<file path="config.mk">
export PLATFORM = sky130hd
export DESIGN_NAME = serial_frame_tx
export DESIGN_NICKNAME = d
export VERILOG_FILES = /design/src/rtl/serial_pkg.sv /design/src/rtl/bit_tick_gen.sv /design/src/rtl/serial_frame_tx.sv
export SDC_FILE = /design/constraint.sdc
export NUM_CORES = 1
export LEC_CHECK = 0
export CORE_MARGIN = 4
export CORE_UTILIZATION = 30
export CTS_CLUSTER_DIAMETER = 80
export DETAILED_ROUTE_END_ITERATION = 12
export GPL_TIMING_DRIVEN = 0
export HOLD_SLACK_MARGIN = 0.15
export PLACE_DENSITY_LB_ADDON = 0.1
export REMOVE_ABC_BUFFERS = 1
export SYNTH_ARGS = -nofsm -noshare
export SYNTH_HDL_FRONTEND = slang
export SYNTH_SLANG_ARGS = --single-unit
</file>
<file path="constraint.sdc">
create_clock -name clk_i -period 1.8 [get_ports clk_i]
set_clock_uncertainty 0.1 [all_clocks]
set_input_delay 0.27 -clock clk_i [delete_from_list [all_inputs] [get_ports clk_i]]
set_output_delay 0.27 -clock clk_i [all_outputs]
set_load 0.01 [all_outputs]
</file>
<file path="src/rtl/serial_pkg.sv">
// Shared types and constants for the serial frame transmitter.
package serial_pkg;

  typedef enum logic {
    IDLE  = 1'b0,
    SHIFT = 1'b1
  } tx_state_t;

  localparam int unsigned DEF_DATA_W       = 10;
  localparam int unsigned DEF_CLKS_PER_BIT = 1;

  // Counter width for a range of v values, never narrower than one bit.
  function automatic int unsigned clog2_min1(input int unsigned v);
    return (v <= 2) ? 1 : $clog2(v);
  endfunction

endpackage

</file>
<file path="src/rtl/bit_tick_gen.sv">
// Bit-period divider: counts 0..CLKS_PER_BIT-1 and flags the terminal count.
module bit_tick_gen
  import serial_pkg::*;
#(
  parameter int unsigned CLKS_PER_BIT = DEF_CLKS_PER_BIT
) (
  input  logic clk_i,
  input  logic rst_ni,
  input  logic en_i,
  input  logic clr_i,
  output logic tick_o,
  output logic tick_next_c
);

  localparam int unsigned DIV_W = clog2_min1(CLKS_PER_BIT);
  localparam logic [DIV_W-1:0] TERM = DIV_W'(CLKS_PER_BIT - 1);

  logic [DIV_W-1:0] cnt_q, cnt_d;

  always_comb begin
    cnt_d = cnt_q;
    if (clr_i) begin
      cnt_d = '0;
    end else if (en_i) begin
      cnt_d = (cnt_q == TERM) ? '0 : cnt_q + DIV_W'(1);
    end
  end

  // Lookahead lets the parent register flags that line up with the terminal count.
  assign tick_next_c = (cnt_d == TERM);

  always_ff @(posedge clk_i or negedge rst_ni) begin
    if (!rst_ni) begin
      cnt_q  <= '0;
      tick_o <= (TERM == '0);
    end else begin
      cnt_q  <= cnt_d;
      tick_o <= tick_next_c;
    end
  end

endmodule

</file>
<file path="src/rtl/serial_frame_tx.sv">
// Parallel-to-serial frame transmitter, LSB first, with a one-word holding buffer.
module serial_frame_tx
  import serial_pkg::*;
#(
  parameter int unsigned DATA_W       = DEF_DATA_W,
  parameter int unsigned CLKS_PER_BIT = DEF_CLKS_PER_BIT
) (
  input  logic              clk_i,
  input  logic              rst_ni,
  input  logic [DATA_W-1:0] data_i,
  input  logic              valid_i,
  output logic              ready_o,
  output logic              serial_o,
  output logic              frame_o,
  output logic              done_o,
  output logic              busy_o
);

  localparam int unsigned CNT_W = clog2_min1(DATA_W);
  localparam logic [CNT_W-1:0] LAST_BIT = CNT_W'(DATA_W - 1);

  tx_state_t         state_q, state_d;
  logic [DATA_W-1:0] shift_q, shift_d;
  logic [DATA_W-1:0] hold_q, hold_d;
  logic              hold_full_q, hold_full_d;
  logic [CNT_W-1:0]  bit_cnt_q, bit_cnt_d;
  logic              ready_q, frame_q, done_q, busy_q;
  logic              bit_tick, tick_next_c;
  logic              div_en_c, div_clr_c, xfer_c, last_c;

  assign xfer_c    = valid_i & ready_q;
  assign div_en_c  = (state_q == SHIFT);
  assign div_clr_c = (state_d != SHIFT);

  bit_tick_gen #(
    .CLKS_PER_BIT(CLKS_PER_BIT)
  ) u_tick (
    .clk_i       (clk_i),
    .rst_ni      (rst_ni),
    .en_i        (div_en_c),
    .clr_i       (div_clr_c),
    .tick_o      (bit_tick),
    .tick_next_c (tick_next_c)
  );

  // Next-state, shift register, bit counter and holding buffer.
  always_comb begin
    state_d     = state_q;
    shift_d     = shift_q;
    hold_d      = hold_q;
    hold_full_d = hold_full_q;
    bit_cnt_d   = bit_cnt_q;
    last_c      = 1'b0;
    case (state_q)
      IDLE: begin
        if (xfer_c) begin
          state_d   = SHIFT;
          shift_d   = data_i;
          bit_cnt_d = '0;
        end
      end
      SHIFT: begin
        last_c = bit_tick && (bit_cnt_q == LAST_BIT);
        if (last_c) begin
          // Chain the next word with no idle bit time when one is available.
          bit_cnt_d = '0;
          if (hold_full_q) begin
            shift_d     = hold_q;
            hold_full_d = 1'b0;
          end else if (xfer_c) begin
            shift_d = data_i;
          end else begin
            state_d = IDLE;
            shift_d = '0;
          end
        end else begin
          if (bit_tick) begin
            shift_d   = {1'b0, shift_q[DATA_W-1:1]};
            bit_cnt_d = bit_cnt_q + CNT_W'(1);
          end
          if (xfer_c) begin
            hold_d      = data_i;
            hold_full_d = 1'b1;
          end
        end
      end
      default: begin
        state_d = IDLE;
        shift_d = '0;
      end
    endcase
  end

  always_ff @(posedge clk_i or negedge rst_ni) begin
    if (!rst_ni) begin
      state_q     <= IDLE;
      shift_q     <= '0;
      hold_q      <= '0;
      hold_full_q <= 1'b0;
      bit_cnt_q   <= '0;
      ready_q     <= 1'b1;
      frame_q     <= 1'b0;
      done_q      <= 1'b0;
      busy_q      <= 1'b0;
    end else begin
      state_q     <= state_d;
      shift_q     <= shift_d;
      hold_q      <= hold_d;
      hold_full_q <= hold_full_d;
      bit_cnt_q   <= bit_cnt_d;
      ready_q     <= !hold_full_d;
      frame_q     <= (state_d == SHIFT);
      busy_q      <= (state_d == SHIFT) || hold_full_d;
      // Registered ahead so the pulse sits on the final clock of the last bit.
      done_q      <= (state_d == SHIFT) && (bit_cnt_d == LAST_BIT) && tick_next_c;
    end
  end

  assign ready_o  = ready_q;
  assign serial_o = shift_q[0];
  assign frame_o  = frame_q;
  assign done_o   = done_q;
  assign busy_o   = busy_q;

endmodule

</file>
==> results.sh <==
export IMPL_status="complete, no violations"
export IMPL_port_buffers=17
export IMPL_ys_seq_area_share_pct=46.56
export IMPL_ios=18
export IMPL_dieArea_um2=6830
export IMPL_slew_violations=0
export IMPL_synth_compound_gate_area_share_pct=23.50
export IMPL_crit_path_start_kind="flop"
export IMPL_antenna_cells=0
export IMPL_met3_length_um=184
export IMPL_die_h_um=82.65
export IMPL_clockBufferDepth=2
export IMPL_synth_ff_type="dfrtp_1"
export IMPL_power_mw=3.307
export IMPL_grt_ovfl_total=0
export IMPL_insertion_delay_ns=0.28
export IMPL_crit_buf_inv=1
export IMPL_cpPeakStageDelay_ns=0.56
export IMPL_drv_cap=0
export IMPL_ys_types=33
export IMPL_clock_fmax_mhz=585.3
export IMPL_drcViolationCount=0
export IMPL_grt_pass1_vias=1363
export IMPL_powerDensity_nw_per_um2=1584
export IMPL_relSlewSlack_pct=51.40
export IMPL_synth_adder_area_share_pct=1.497
export IMPL_hold_path_class="reg2reg"
export IMPL_multiInputGateArea_um2=854.6
export IMPL_register_area_um2=787.0
export IMPL_rsz0062_at_grt="false"
export IMPL_cts_buffers=5
export IMPL_drt_iter0_markers=86
export IMPL_syn_area_um2=1672
export IMPL_critical_path_arrival_ns=1.34
export IMPL_final_hold_viol_count=0
export IMPL_yosys_warnings=0
export IMPL_vias=1357
export IMPL_initial_utilization_pct=31.92
export IMPL_synth_top_family_by_area="compound AO/OA/AOI/OAI gates"
export IMPL_clock_sinks=31
export IMPL_synth_avg_cell_area_um2=10.19
export IMPL_place_congestion=0.7312
export IMPL_cts_reportedPaths_clkPinSlew_ns=0.06
export IMPL_drtPass1Iterations=4
export IMPL_h_tree_depth=2
export IMPL_nFillCells=519
export IMPL_ant_nets=0
export IMPL_slowest_stage="clkdlybuf4s50_1"
export IMPL_synth_edf_count=0
export IMPL_viasPerCell=5.260
export IMPL_critPathKind="reg2out"
export IMPL_cp_max_fo=11
export IMPL_syn2layout_area_growth_pct=24.85
export IMPL_path_delay_family="buffers and inverters"
export IMPL_crit_required_ns=1.43
export IMPL_crit_chain="clkdlybuf4s50_1"
export IMPL_setup_viol=0
export IMPL_placed_area_um2=1852
export IMPL_cp_end_kind="output pin"
export IMPL_avgRoutedWirePerCell_um=16.88
export IMPL_grt_usage_pct=14.23
export IMPL_met1Wirelength_mm=2.067
export IMPL_grt_max_degree=32
export IMPL_core_um2=5238
export IMPL_irDropWorstVdd_mv=0.7087
export IMPL_leakagePower_nw=0.8313
export IMPL_cts_root_buffer="clkbuf_8"
export IMPL_antenna_found_initial=0
export IMPL_synth_seq_cells=31
export IMPL_nNetsFinal=203
export IMPL_synthSimpleGateAreaFrac_pct=15.64
export IMPL_synth_xor_area_share_pct=0
export IMPL_dieWidth_um=82.65
export IMPL_dpl_hpwl_mm=2.383
export IMPL_final_area_um2=2087
export IMPL_grt_pass1_wl_mm=7.072
export IMPL_min_period_ns=1.709
export IMPL_fin_util_pct=39.85
export IMPL_period_share_pct=94.92
export IMPL_ys_async_sr_fraction_pct=100.0
export IMPL_cts_tree="done"
export IMPL_synth_cells=164
export IMPL_finalWirelength_mm=4.354
export IMPL_dr_wl_met2_mm=2.037
export IMPL_drive_gt1_share_pct=25.00
export IMPL_worst_slew_pin_slew_ns=0.7290
export IMPL_fp_row_count=26
export IMPL_top_layer="met4"
export IMPL_synthMuxAreaShare_pct=7.335
==> repair_timing <==
| item | CTS | global route |
|---|---|---|
| setup buffers | 5 | 5 |
| hold buffers | 1 | 0 |
| endpoints found under the setup margin | 26 | 12 |
| cloned | 1 | 0 |
| pin swaps | 1 | 3 |
| gates resized for setup | 12 | 5 |
| endpoints found under the hold margin | 29 | 0 |
==> flip-flops by register name, indices dropped and copies added, names as in the netlist <==
register	flops
bit_cnt_q	4
busy_o	1
done_o	1
frame_o	1
hold_full_q	1
hold_q	10
ready_o	1
shift_q	10
u_tick.cnt_q	1
u_tick.tick_o	1
==> metrics by stage <==
| step | hold slack (ns) | cells | TNS (ns) | setup WS, ns |
|---|---|---|---|---|
| finish | 0.4070 | 258 | 0 | 0.09144 |
| global route | 0.4291 | 258 | 0 | 0.0006926 |
| CTS | 0.3820 | 253 | 0 | 0.005434 |
| detailed placement | 0.2789 | 239 | -15.01 | -0.8460 |
| global placement | 0.3675 | 239 | -24.90 | -0.8659 |
| floorplan | -0.1256 | 152 | -0.02625 | -0.02625 |
==> synth_stat cells (2+ instances only) <==
| cell | count | area, µm² |
|---|---|---|
| o21ai_0 | 3 | 15.01 |
| dfrtp_1 | 29 | 725.7 |
| nand4b_1 | 2 | 17.52 |
| dfstp_2 | 2 | 52.55 |
| o22ai_1 | 2 | 12.51 |
| clkbuf_1 | 4 | 15.01 |
| buf_4 | 2 | 15.01 |
| a21oi_2 | 8 | 70.07 |
| ha_1 | 2 | 25.02 |
| o21a_1 | 9 | 67.56 |
| nand2_1 | 21 | 78.83 |
| inv_1 | 5 | 18.77 |
| nand4_1 | 2 | 12.51 |
| nand3b_1 | 2 | 15.01 |
| buf_6 | 2 | 22.52 |
| a21oi_1 | 14 | 70.07 |
| buf_2 | 4 | 20.02 |
| nand3_1 | 11 | 55.05 |
| a221o_1 | 9 | 90.09 |
| mux2_2 | 10 | 112.6 |
| o21ai_1 | 9 | 45.04 |
==> area by class of cell <==
class	count	share of cell area, %
clock buffer	7	3.657
multi-input combinational	117	40.95
inverter	5	0.8993
timing repair buffer	28	12.59
sequential	31	37.71
tap	70	4.197
==> routing by layer <==
metal	track usage, %	up-vias
met5	0	-
met4	5.882	0
met3	3.037	7
met2	22.36	30
met1	18.94	660
li1	-	660
==> path summary, 6_finish.rpt <==
path,startpoint,to,slack [ns],cells past startpoint
setup / recovery,frame_o,frame_o,0.09,1
min in group asynchronous,rst_ni,busy_o,0.49,2
hold / removal,hold_q[9],hold_q[9],0.41,1
max in group asynchronous,rst_ni,frame_o,0.57,2
setup reg to reg,bit_cnt_q[1],shift_q[4],0.10,7
hold reg to reg,hold_q[9],hold_q[9],0.41,1
==> where the power goes <==
part | total (mW) | switching, mW | internal (mW)
clock network | 0.517 | 0.251 | 0.266
logic | 1.45 | 0.672 | 0.782
registers | 1.34 | 0.327 | 1.01
==> logic make-up after synthesis <==
family,after synthesis
compound gates,57
simple gates,46
flops,31
buf+inv,17
mux,11
fa+ha+maj,2
==> placed cells by master (no fill, tap or decap), types with 2 or more instances in the layout <==
cell and instances:
a21oi_1 14, clkbuf_1 2, o21ai_0 3, a221o_1 9, nand3b_1 2, clkdlybuf4s50_1 14, nand4_4 2, inv_1 5
o21ai_1 9, nand3_1 11, o21a_1 9, clkbuf_8 5, nand2_1 20, dfrtp_1 27, o22ai_1 2, nand4b_1 2
a21oi_2 8, nand4_1 2, mux2_2 10, buf_4 9
Power figures use the tool's default switching activity.
